--- src/rtl/mem_arbiter.sv ---
// Two-master arbiter sharing one memory port between instruction fetch and the LSU.
// When both masters request at once, the master that did not get the last grant wins.
package pipeline;
   localparam int XLEN = 32;
endpackage

module mem_arbiter
   import pipeline::*;
(
   input  logic              clk,
   input  logic              reset,
   input  logic              i_re,
   input  logic [XLEN-1:0]   i_addr,
   output logic              i_ack,
   input  logic              d_re,
   input  logic              d_we,
   input  logic [XLEN/8-1:0] d_sel,
   input  logic [XLEN-1:0]   d_addr,
   input  logic [XLEN-1:0]   d_w,
   output logic              d_ack,
   output logic [XLEN-1:0]   r_data,
   output logic              m_re,
   output logic              m_we,
   output logic [XLEN/8-1:0] m_sel,
   output logic [XLEN-1:0]   m_addr,
   output logic [XLEN-1:0]   m_w,
   input  logic              m_ack,
   input  logic [XLEN-1:0]   m_r
);

   // state | meaning
   // IDLE  | no grant; m_ack ignored; arbitrate pending requests
   // GNT_I | fetch owns the port until m_ack or fetch drops i_re
   // GNT_D | LSU owns the port until m_ack or LSU drops d_re/d_we
   typedef enum logic [1:0] {IDLE, GNT_I, GNT_D} state_t;

   state_t r_state;
   logic   r_last_d;
   logic   w_d_req;

   assign w_d_req = d_re | d_we;

   always_ff @(posedge clk or posedge reset) begin
      if (reset) begin
         r_state  <= IDLE;
         r_last_d <= 1'b0;
      end else begin
         case (r_state)
            IDLE: begin
               // fetch wins only when LSU is silent or the LSU had the last grant
               if (i_re && (!w_d_req || r_last_d)) begin
                  r_state  <= GNT_I;
                  r_last_d <= 1'b0;
               end else if (w_d_req) begin
                  r_state  <= GNT_D;
                  r_last_d <= 1'b1;
               end
            end
            GNT_I: if (m_ack || !i_re)    r_state <= IDLE;
            GNT_D: if (m_ack || !w_d_req) r_state <= IDLE;
            default: r_state <= IDLE;
         endcase
      end
   end

   always_comb begin
      m_re   = 1'b0;
      m_we   = 1'b0;
      m_sel  = '0;
      m_addr = '0;
      m_w    = '0;
      case (r_state)
         GNT_I: begin
            m_re   = 1'b1;
            m_sel  = '1;
            m_addr = i_addr;
         end
         GNT_D: begin
            m_re   = d_re;
            m_we   = d_we;
            m_sel  = d_sel;
            m_addr = d_addr;
            m_w    = d_w;
         end
         default: ;
      endcase
   end

   assign i_ack  = m_ack && (r_state == GNT_I);
   assign d_ack  = m_ack && (r_state == GNT_D);
   assign r_data = m_r;

endmodule
--- config.mk ---
export PLATFORM = sky130hd
export DESIGN_NAME = mem_arbiter
export DESIGN_NICKNAME = d
export VERILOG_FILES = /design/src/rtl/mem_arbiter.sv
export SDC_FILE = /design/constraint.sdc
export NUM_CORES = 1
export LEC_CHECK = 0
export BUFFER_PORTS_ARGS = -buffer_cell sky130_fd_sc_hd__buf_2
export CAP_MARGIN = 20
export CELL_PAD_IN_SITES_DETAIL_PLACEMENT = 0
export CELL_PAD_IN_SITES_GLOBAL_PLACEMENT = 1
export CORE_ASPECT_RATIO = 1.75
export CORE_UTILIZATION = 14
export DETAILED_ROUTE_END_ITERATION = 10
export HOLD_SLACK_MARGIN = 0.02
export PLACE_DENSITY = 0.89
export SLEW_MARGIN = 20
export SYNTH_ARGS = -nofsm -noshare
export SYNTH_HDL_FRONTEND = slang
export SYNTH_SLANG_ARGS = --single-unit
--- constraint.sdc ---
create_clock -name clk -period 1.6 [get_ports clk]
set_clock_uncertainty 0.05 [all_clocks]
set_input_delay 0.08 -clock clk [delete_from_list [all_inputs] [get_ports clk]]
set_output_delay 0.08 -clock clk [all_outputs]
set_load 0.05 [all_outputs]
; ---- After elaboration in Yosys (flattened, before gate mapping)
; Cells that the tools add are included.
[word_totals]
regBits = 3
inputBits = 138
output_inout_bits = 104
word_cells = 32
[op_classes]
n_eq_ne = 5
muxes = 12
bitwise = 1
n_reduce_logical = 12
[op_table]
columns = op, n
row1 = case mux 32 bit (2 select lines), 1
row2 = two-way mux 32 bit, 1
row3 = two-way mux 2 bit, 4
row4 = case mux 4 bit (2 select lines), 1
row5 = case mux 2 bit (3 select lines), 1
row6 = "inequality test 2 bit, second input constant", 2
row7 = logical AND 1 bit, 3
row8 = logical OR 1 bit, 3
row9 = two-way mux 1 bit, 3
row10 = "inequality test 3 bit, second input constant", 1
row11 = AND reduction 3 bit, 1
row12 = "== test 2 x 1 -> 1 bit, second input constant", 1
row13 = "== test 2 bit, second input constant", 1
row14 = zero test 1 bit, 2
row15 = zero test 2 bit, 1
row16 = case mux 1 bit (2 select lines), 1
row17 = AND reduction 2 bit, 1
row18 = nonzero test 2 bit, 1
row19 = bitwise OR 1 bit, 1

; ---- Logic depth before layout (Yosys ltp)
[logic_depth]
ltp_word = 6
mapped_depth = 6
mapped_depth_nobuf = 5

; ---- Least setup slack after synthesis
; OpenSTA, ideal clock, no wires.
[synth_path]
kind = register to output
start = register r_state[1]
end = output m_addr[18]
t_arrival_ns = 1.728
required_ns = 1.470
path_slack_ns = -0.258
path_stages_with_launch = 6
n_path_buf = 1
cell_sequence = dfrtp_1 inv_1 ha_1 clkbuf_1 a22oi_1 nor2b_1
[synth_between]
elab_chain_cells = 2
word_cells_on_any_way = 3
classes_between = 2 x eq/ne / 1 x mux
[synth_lines]
columns = item, line
row1 = start: declaration, 37  ; state_t r_state;
row2 = start signal: assignment, 45  ; r_state <= IDLE;
row3 = start signal: assignment, 52  ; r_state <= GNT_I;
row4 = start signal: assignment, 55  ; r_state <= GNT_D;
row5 = == test 2 bit or == test 2 x 1 -> 1 bit (tied branches), 72  ; case (r_state)
row6 = case mux 32 bit (2 select lines) *, 72
row7 = end: declaration, 25  ; output logic [XLEN-1:0] m_addr,
; Mark *: on every way between the ends. The rest lies on a longest branch, timed or not.

; ---- Final worst setup path
[layout_path]
start = register r_state[1]
end = output m_addr[15]
; The elaborated chain is that of the path after synthesis.

==> run_results.csv <==
group,metric,value,unit
route,route.detailed.vias_per_inst,4.26,
worst_setup_path,worstSetupStartpointType,"flop",
flow_run,drv.max_cap_violation_count,0,
route,drc,0,
grt,via_count_of_the_first_global_routing_pass,1883,
route,initialDrtViolationCount,43,
die,floorplan.initialDensity,14.4,%
clock_tree,cts_htree_levels,1,
die,top_level_ports,242,
clock_tree,clock_tree_root_buffer_cell,"sky130_fd_sc_hd__clkbuf_16",
synth,post_synth_instance_area,1250,sq um
finish,final_common_cell,"sky130_fd_sc_hd__buf_2",
finish,finalNetCount,477,
worst_setup_path,worstPathMaxFanout,7,
sta,report.final.hold_viol_count,0,
worst_setup_path,worst_r2r_endpoint,"r_state[0]",
die,chipHeight,127,microns
grt,grt_pass1_wl,9770,microns
worst_setup_path,worst_r2r_path_depth,6,
worst_setup_path,arrival,1.66,ns
finish,num_antenna_cells,0,
sta,slew_headroom,78.0,%
pwr,report.power.total,8370,uW
clock_tree,tritoncts.num_buffers,3,
pwr,p_leak,0.00155,uW
sta,fin_ws,-0.187,ns
die,floorplan.die.width,73.5,microns
outcome,outcome,"complete, but fails checks",
grt,pin_count_of_the_biggest_net_entering_global_routing,25,
die,floorplan_die_area,9330,sq um
synth,ys_ff_latch,3,
route,met2RoutedLength,4630,microns
finish,drive_above_1_share,84.5,%
hold_path,worst_min_delay_path_endpoint,"r_last_d",
route,drt-met1-wl,2090,microns
place,gp_routability_congestion,0.881,
worst_setup_path,crit_type,"reg2out",
route,met3_length,1230,microns
synth,synth_edf_count,0,
sta,max_slew.worst_pin.slew,0.331,ns
finish,sequential_cell_area,75.1,sq um
outcome,failed_checks,"negative setup slack",
grt,globalRoute.totalOverflow,0,
worst_setup_path,rr_startpoint,"r_state[1]",
synth,netlist-cell-type-count,20,
clock_tree,cts_sinks,3,
pwr,power.density_cell_area,2490,nW/um^2
hold_path,worst_hold_startpoint,"i_re",
synth,synth_top_flop_cell,"sky130_fd_sc_hd__dfrtp_1",
synth,ys_seq_area_share,6.00,%
sta,grt_setup_unrepaired,"yes",
finish,total_area_of_multi_input_combinational_cells,1290,sq um
sta,fmaxAchievable,560,MHz
sta,finalMaxSlewViolations,0,
synth,synth_fp_nets,322,
route,route.top_layer_used,"met4",
synth,postSynthAreaPerCell,6.91,sq um
route,drt.antenna.violating_nets,0,
place,buffer_ports.inserted,177,
sta,fin_setup_tns,-5.13,ns
hold_path,worstHoldPathCells,2,
sta,post-route-period-util,112,%
grt,grt_usage,14.6,%
clock_tree,clock_transition_at_the_registers_of_the_reported_paths,0.03,ns
synth,synthesis.instances,181,
clock_tree,clock_latency,0.22,ns
finish,filler_cell_count,868,
route,detailroute.via_count,1924,
worst_setup_path,r2r_slack,0.05,ns
route,routed_wire_length,8220,microns
route,detail_route.first_pass.iterations,4,
die,placementRows,45,
finish,layout.cells.most_common_list,"sky130_fd_sc_hd__buf_2 (105), sky130_fd_sc_hd__buf_6 (45), sky130_fd_sc_hd__nor2b_4 (27), sky130_fd_sc_hd__a22oi_2 (22), sky130_fd_sc_hd__and2_1 (19)",
worst_setup_path,critical_path_required,1.47,ns
place,detailed_place_hpwl,5670,microns
hold_path,worstHoldPathType,"in2reg",
synth,synth-async-reset-ratio,100,%
route,routed_len_inst,18.2,microns
die,core_area,8670,sq um
sta,report.final.setup_viol,53,
clock_tree,clock_tree.buffer_depth,2,
clock_tree,tritoncts_clock_tree,"done",
sta,holdWs,0.0526,ns
pwr,vdd_ir_drop_max,0.858,mV
grt,number_of_antenna_violations_at_the_first_check_in_global_routing,0,
sta,period_minus_slack,1.79,ns
worst_setup_path,timing.critical_path.to_type,"output pin",
finish,area_delta_synth_final,169,%
synth,synthesis.yosys.warnings,0,
==> per-stage QoR <==
stage	utilization (%)	setup WS, ns	area (sq um)	std cells
after global routing	38.8	-0.237	3360	452
after CTS	33.5	-0.143	2900	445
final	38.8	-0.187	3360	452
after global placement	27.1	0.0208	2350	437
after floorplan	-	-0.0832	1390	181
after detailed placement	27.1	-0.0340	2350	437
==> power breakdown <==
part | internal [uW] | total [uW] | switching (uW)
clock network | 328 | 391 | 62.5
registers | 113 | 144 | 31.2
logic | 3640 | 7830 | 4190
total | 4090 | 8370 | 4280
==> synth_stat cells (2+ instances only) <==
cell,number,area (sq um)
sky130_fd_sc_hd__o22ai_1,3,18.8
sky130_fd_sc_hd__o221a_1,2,22.5
sky130_fd_sc_hd__dfrtp_1,3,75.1
sky130_fd_sc_hd__nand2_1,3,11.3
sky130_fd_sc_hd__nor2b_1,37,231
sky130_fd_sc_hd__a21oi_1,5,25.0
sky130_fd_sc_hd__buf_4,33,248
sky130_fd_sc_hd__nor2_1,2,7.51
sky130_fd_sc_hd__and2_1,35,219
sky130_fd_sc_hd__buf_2,6,30.0
sky130_fd_sc_hd__clkbuf_1,8,30.0
sky130_fd_sc_hd__a22oi_1,32,240
sky130_fd_sc_hd__inv_1,3,11.3
sky130_fd_sc_hd__ha_1,3,37.5
==> cell families (layout without fill, tap and decap cells) <==
| kind of cell | Yosys count | count (layout) | synth area share (%) |
|---|---|---|---|
| and+or+nand+nor | 80 | 80 | 39.3 |
| adders and majority gates | 3 | 3 | 3.00 |
| DFF | 3 | 3 | 6.00 |
| buffers and inverters | 50 | 204 | 25.5 |
| AOI/OAI and AO/OA | 45 | 45 | 26.2 |
==> cell type report <==
cell class / instances / area share, %
well taps: 117 / 4.35
multi-input cells: 128 / 38.4
inverters: 3 / 0.335
repair buffers: 197 / 52.4
clock buffers: 4 / 2.34
flip-flops and latches: 3 / 2.23
==> what timing repair did <==
item / 4_1_cts / 5_1_grt
cloned: 2 / 4
hold buffers: 1 / 0
hold endpoints to repair: 3 / 0
setup endpoints to repair: 74 / 74
buffers inserted: 1 / 4
pin swaps: 0 / 4
resized for setup: 116 / 114
==> registers in the layout, summed over array words and instances, names as in the netlist <==
name and cells:
r_last_d 1, r_state 2
==> worst max-delay path by stage <==
stage,start,to,slack [ns],cells past startpoint
6_report,r_state[1],m_addr[15],-0.19,7
5_1_grt,r_state[1],m_addr[15],-0.24,7
4_1_cts,r_state[1],m_addr[12],-0.14,7
3_5_place_dp,r_state[1],m_addr[8],-0.03,6
3_3_place_gp,r_state[0],m_addr[8],0.02,6
2_1_floorplan,r_state[0],m_addr[18],-0.08,4
==> worst max-delay path, cell delays in order, from the launching register on <==
cell                      delay (ns)
sky130_fd_sc_hd__dfrtp_1        0.38
sky130_fd_sc_hd__buf_6          0.13
sky130_fd_sc_hd__ha_4           0.18
sky130_fd_sc_hd__buf_12         0.14
sky130_fd_sc_hd__buf_8          0.13
sky130_fd_sc_hd__a22oi_2        0.24
sky130_fd_sc_hd__nor2b_4        0.07
sky130_fd_sc_hd__buf_8          0.15
==> routing by layer <==
metal	GRT usage (%)	up-vias
met1	9.75	876
met3	9.31	28
met5	0	-
met4	5.32	0
met2	29.5	127
li1	-	893
(Power assumes the default switching activity.)
